<file path="src/rtl/fault_confinement.sv">
// fault_confinement: transmit/receive error counters and error-state tracking
// for a CAN-style node, including bus-off entry and idle-based recovery.
// All outputs are registered and reflect the events seen on the previous edge.
module fault_confinement #(
   parameter int WARN_LIMIT     = 96,
   parameter int RECOVERY_COUNT = 128
) (
   input  logic       clk,
   input  logic       g_rst,
   input  logic       tx_err,
   input  logic       ack_err,
   input  logic       tx_success,
   input  logic       rx_err,
   input  logic       rx_err_prim,
   input  logic       rx_success,
   input  logic       idle_11,
   output logic [8:0] tec,
   output logic [7:0] rec,
   output logic [1:0] err_state,
   output logic       err_active,
   output logic       err_passive,
   output logic       bus_off,
   output logic       err_warn,
   output logic       bus_off_evt
);

   // Error-state encodings (11 is never produced)
   localparam logic [1:0] ST_ACTIVE  = 2'b00;
   localparam logic [1:0] ST_PASSIVE = 2'b01;
   localparam logic [1:0] ST_BUS_OFF = 2'b10;

   // Counter thresholds
   localparam logic [8:0] WARN_THRESH   = 9'(WARN_LIMIT);
   localparam logic [8:0] TEC_MAX       = 9'd256;
   localparam logic [8:0] TEC_ADD_SAT   = 9'd248;   // tec at/above this clamps to 256 on +8
   localparam logic [8:0] PASSIVE_ABOVE = 9'd127;
   localparam logic [8:0] BUS_OFF_ABOVE = 9'd255;
   localparam logic [7:0] REC_MAX       = 8'd255;
   localparam logic [7:0] REC_ADD_SAT   = 8'd247;   // rec above this saturates to 255 on +8
   localparam logic [7:0] REC_RELOAD    = 8'd120;
   localparam logic [7:0] REC_HIGH      = 8'd127;
   localparam logic [7:0] RECOV_LAST    = 8'(RECOVERY_COUNT - 1);

   // State registers
   logic [8:0] tec_reg,       tec_next;
   logic [7:0] rec_reg,       rec_next;
   logic [1:0] state_reg,     state_next;
   logic [7:0] recov_reg,     recov_next;
   logic       warn_reg,      warn_next;
   logic       evt_reg,       evt_next;
   logic       active_reg;
   logic       passive_reg;
   logic       bus_off_reg;

   // Candidate counter values from the tx/rx events (used only outside bus-off)
   logic [8:0] tec_upd;
   logic [7:0] rec_upd;
   logic       in_bus_off;
   logic       recov_done;

   assign in_bus_off = (state_reg == ST_BUS_OFF);
   assign recov_done = in_bus_off && idle_11 && (recov_reg == RECOV_LAST);

   // Transmit counter update: tx_err (+8, clamped) wins over tx_success (-1);
   // an ack error while error-passive leaves tec untouched.
   always_comb begin
      tec_upd = tec_reg;
      if (tx_err) begin
         if (!(ack_err && (state_reg == ST_PASSIVE))) begin
            if (tec_reg >= TEC_ADD_SAT) begin
               tec_upd = TEC_MAX;
            end else begin
               tec_upd = tec_reg + 9'd8;
            end
         end
      end else if (tx_success && (tec_reg != 9'd0)) begin
         tec_upd = tec_reg - 9'd1;
      end
   end

   // Receive counter update: primary error (+8) dominates plain error (+1),
   // both dominate rx_success; high counts reload to 120 on success.
   always_comb begin
      rec_upd = rec_reg;
      if (rx_err_prim) begin
         if (rec_reg > REC_ADD_SAT) begin
            rec_upd = REC_MAX;
         end else begin
            rec_upd = rec_reg + 8'd8;
         end
      end else if (rx_err) begin
         if (rec_reg != REC_MAX) begin
            rec_upd = rec_reg + 8'd1;
         end
      end else if (rx_success) begin
         if (rec_reg > REC_HIGH) begin
            rec_upd = REC_RELOAD;
         end else if (rec_reg != 8'd0) begin
            rec_upd = rec_reg - 8'd1;
         end
      end
   end

   // Next-state selection: bus-off freezes the counters and only counts
   // idle_11 pulses; otherwise the state follows the updated counters.
   always_comb begin
      tec_next   = tec_reg;
      rec_next   = rec_reg;
      state_next = state_reg;
      recov_next = recov_reg;
      if (in_bus_off) begin
         if (recov_done) begin
            tec_next   = 9'd0;
            rec_next   = 8'd0;
            state_next = ST_ACTIVE;
            recov_next = 8'd0;
         end else if (idle_11) begin
            recov_next = recov_reg + 8'd1;
         end
      end else begin
         tec_next   = tec_upd;
         rec_next   = rec_upd;
         // Held at zero outside bus-off, so every bus-off entry starts a fresh count
         recov_next = 8'd0;
         if (tec_upd > BUS_OFF_ABOVE) begin
            state_next = ST_BUS_OFF;
         end else if ((tec_upd > PASSIVE_ABOVE) || ({1'b0, rec_upd} > PASSIVE_ABOVE)) begin
            state_next = ST_PASSIVE;
         end else begin
            state_next = ST_ACTIVE;
         end
      end
   end

   // Derived flags computed from the same next values so outputs stay consistent
   always_comb begin
      warn_next = (tec_next >= WARN_THRESH) || ({1'b0, rec_next} >= WARN_THRESH);
      evt_next  = (state_next == ST_BUS_OFF) && !in_bus_off;
   end

   // Register counters, state, flags and one-hot decode; reset has top priority
   always_ff @(posedge clk) begin
      if (g_rst) begin
         tec_reg     <= 9'd0;
         rec_reg     <= 8'd0;
         state_reg   <= ST_ACTIVE;
         recov_reg   <= 8'd0;
         warn_reg    <= 1'b0;
         evt_reg     <= 1'b0;
         active_reg  <= 1'b1;
         passive_reg <= 1'b0;
         bus_off_reg <= 1'b0;
      end else begin
         tec_reg     <= tec_next;
         rec_reg     <= rec_next;
         state_reg   <= state_next;
         recov_reg   <= recov_next;
         warn_reg    <= warn_next;
         evt_reg     <= evt_next;
         active_reg  <= (state_next == ST_ACTIVE);
         passive_reg <= (state_next == ST_PASSIVE);
         bus_off_reg <= (state_next == ST_BUS_OFF);
      end
   end

   assign tec         = tec_reg;
   assign rec         = rec_reg;
   assign err_state   = state_reg;
   assign err_active  = active_reg;
   assign err_passive = passive_reg;
   assign bus_off     = bus_off_reg;
   assign err_warn    = warn_reg;
   assign bus_off_evt = evt_reg;

endmodule

</file>
<file path="config.mk">
export PLATFORM = sky130hd
export DESIGN_NAME = fault_confinement
export DESIGN_NICKNAME = d
export VERILOG_FILES = /design/src/rtl/fault_confinement.sv
export SDC_FILE = /design/constraint.sdc
export NUM_CORES = 1
export LEC_CHECK = 0
export BUFFER_PORTS_ARGS = -buffer_cell sky130_fd_sc_hd__buf_2
export CORE_MARGIN = 4
export CORE_UTILIZATION = 30
export DETAILED_ROUTE_END_ITERATION = 7
export PLACE_DENSITY = 0.45
export SLEW_MARGIN = 20
export SYNTH_ARGS = -nofsm -noshare
export SYNTH_HDL_FRONTEND = slang
export SYNTH_SLANG_ARGS = --single-unit
export TNS_END_PERCENT = 1
</file>
<file path="constraint.sdc">
create_clock -name clk -period 2.6 [get_ports clk]
set_clock_uncertainty 0.1 [all_clocks]
set_input_delay 0.13 -clock clk [delete_from_list [all_inputs] [get_ports clk]]
set_output_delay 0.13 -clock clk [all_outputs]
set_load 0.02 [all_outputs]
</file>
==> results.md <==
* ANT nets after route at 0
* Slew Viols, Final at 0
* Max H-tree Level at 2
* Relative slew slack at 65.76%
* Worst setup SP type: register
* FP Rows at 31
* Clock tree sinks at 32
* Vias/cell at 5.631
* Layout cell share with drive strength beyond 1 at 22.85%
* Overflow after GRT at 0
* Mean Syn Cell Area at 7.892 um^2
* Clock latency on the worst-skew pair at 0.30 ns
* Crit path kind: reg -> reg
* Gpl congestion at 0.8436
* Synth Register Bits at 32
* Critical path capture point type: register
* Worst min-delay path class: in -> reg
* CP delay by family, top: compound AO/OA/AOI/OAI gates
* Crit path depth at 8
* Drt first pass iters at 5
* Synth async-reset ratio at 0%
* Maxcap violations at 0
* WL final at 7.339 mm
* Power Density at 753.7 nW/um^2
* Worst Path Arrival at 2.50 ns
* Setup slack, reg-to-reg at 0.15 ns
* Largest register FFs at 9
* Hold path startpoint: idle_11
* DIE WIDTH at 95.79 um
* Leak at 0.001129 uW
* Final Net Count at 356
* Residual DRC at 0
* Hold_ws at 0.04745 ns
* Largest cells by area after synthesis: dfxtp_1 28%, ha_1 6.0%, o21ai_0 4.3%
* Hold buffers post-CTS at 0
* First-pass GRT wire length at 11.86 mm
* CP required at 2.65 ns
* Post-synth top flop: dfxtp_1
* Pin count of the biggest net entering global routing at 20
* Max Fanout on Critical Path at 6
* Port bufs at 32
* Post-layout minimum cycle time at 2.451 ns
* Yosys cell types at 63
* IR Drop Worst-Case VDD at 0.3270 mV
* Number of flops mapped to enable cells by yosys at 0
* Syn Nets at 313
* CP cell instances: inv_1, ha_1, or3b_1, o41ai_4, o32a_2, nor4_1, nor3_1, o2111ai_1
* Synth area leader: dfxtp_1
* Final setup vio count at 0
* CTS tree: done
* Initial antenna violation count at 0
* Max Fclk at 408.1 MHz
* Design Area, Final at 2781 um^2
* Diode count at 0
* Worst reg2reg startpoint: tec[0]
* Critical Path Start: tec[0]
* Initial Util at 31.38%
* Core area at 7370 um^2
* Synth Instances at 293
* Slowest CP cell: or3b_1
* Clk slew on worst S/H paths at 0.08 ns
* Sequential cell area fraction in the yosys report at 27.71%
* DP Area at 2670 um^2
* Worst slew pin tran at 0.5065 ns
* Final period utilization at 94.25%
* CP Capture Point: err_warn
* Final HPWL DP at 5.480 mm
* R2r endpoint: err_warn
* CTS root buffer: clkbuf_8
* Slowest stage delay, CP at 0.45 ns
* Status: finished clean
* Buf/Inv on CP at 1
* Worst-case clock buffer depth at 2
* Tot GR Track Use at 16.47%
* Die height at 95.79 um
* Die area at 9176 um^2
* Yosys Warn Count at 0
* Post-DR wirelength/cell at 16.83 um
* Area grow syn2layout at 20.29%
* R2R depth at 8
* Synth Cell Area at 2312 um^2
* Via Count at 2455
* Fin. Hold Viols at 0
* Synth top area share at 27.71%
* CTS buffer count at 5
* DRT iter0 DRCs at 224
* IO Count at 33
* Vias in the first global route at 2279
area by class of cell:
cell class | count | area, um^2
Inverter | 18 | 67.56
Fill cell | 807 | 4588
Timing Repair Buffer | 51 | 302.8
Clock buffer | 5 | 68.82
Clock inverter | 3 | 23.77
Multi-Input combinational cell | 228 | 1554
Tap cell | 99 | 123.9
Sequential cell | 32 | 640.6
placed cells by master (no fill, tap or decap), drive strengths merged, types with 3 or more instances in the layout:
master,count
buf,51
a211o,3
nand3,13
o22ai,5
nor4b,3
a31oi,4
nor2,26
a311oi,3
o21ai,20
and3,3
a21oi,12
a211oi,5
o31ai,5
xor2,3
nand4,5
mux2i,3
o211ai,3
ha,11
nand2,23
clkbuf,5
nor2b,5
inv,18
nor3,10
o2111ai,3
xnor2,7
or2,7
dfxtp,32
cell families after synthesis:
logic type      synth area share (%)
compound gates                 30.95
xor+xnor                       3.788
fa+ha+maj                      5.952
buf+inv                        5.573
flops                          27.71
mux                            1.299
simple gates                   24.73
worst min path at each step:
stage | end | slack, ns | cells after the start
after floorplan | recov_reg[0] | 0.33 | 3
after global placement | recov_reg[0] | 0.35 | 3
after detailed placement | recov_reg[0] | 0.36 | 3
after CTS | recov_reg[0] | 0.04 | 3
after global routing | recov_reg[0] | 0.05 | 3
final | recov_reg[0] | 0.05 | 3
synth_stat cells, drive strengths merged, types with 5 or more instances:
master / n
xnor2: 7
inv: 18
ha: 11
a21oi: 12
o22ai: 5
o21ai: 20
nor2b: 5
nor2: 26
or2: 7
nand2: 23
nor3: 10
clkbuf: 11
nand4: 5
dfxtp: 32
a211oi: 5
nand3: 13
o31ai: 5
routing by layer:
metal	GRT usage, %	routed length (um)	up-vias
met5	0	0	-
met4	5.213	114	0
met3	2.424	419	12
met2	25.30	3216	92
met1	23.55	3588	1163
li1	-	-	1188
stage by stage:
| stage | setup TNS, ns | setup WS, ns | std cells | util, % | power (uW) |
|---|---|---|---|---|---|
| after global routing | -0.005675 | -0.005675 | 436 | 37.74 | 2248 |
| after detailed placement | 0 | 0.1550 | 427 | 36.23 | 1676 |
| final | 0 | 0.1494 | 436 | 37.74 | 2096 |
| after global placement | 0 | 0.1356 | 427 | 36.23 | 1684 |
| after floorplan | 0 | 0.3072 | 293 | - | 1365 |
| after CTS | 0 | 0.1278 | 435 | 37.49 | 2091 |
worst reg2reg max path, cell delays in order (launching register included):
cell and delay [ns]:
dfxtp_1 0.36, inv_1 0.10, ha_1 0.19, or3b_1 0.45, o41ai_4 0.41, o32a_2 0.23, nor4_1 0.05, nor3_1 0.27
o2111ai_1 0.16
where the power goes:
part / leakage (uW) / switching [uW] / total (uW) / internal (uW)
Sequential: 0.000262 / 133 / 711 / 579
Clock: 0.0000404 / 217 / 407 / 190
Combinational: 0.000827 / 586 / 978 / 393
timing repair:
action | CTS | global route
setup buffers | 0 | 1
resized for setup | 0 | 3
hold endpoints to repair | 0 | 0
endpoints found under the setup margin | 0 | 3
No activity file was read; power rests on OpenSTA's default activity.
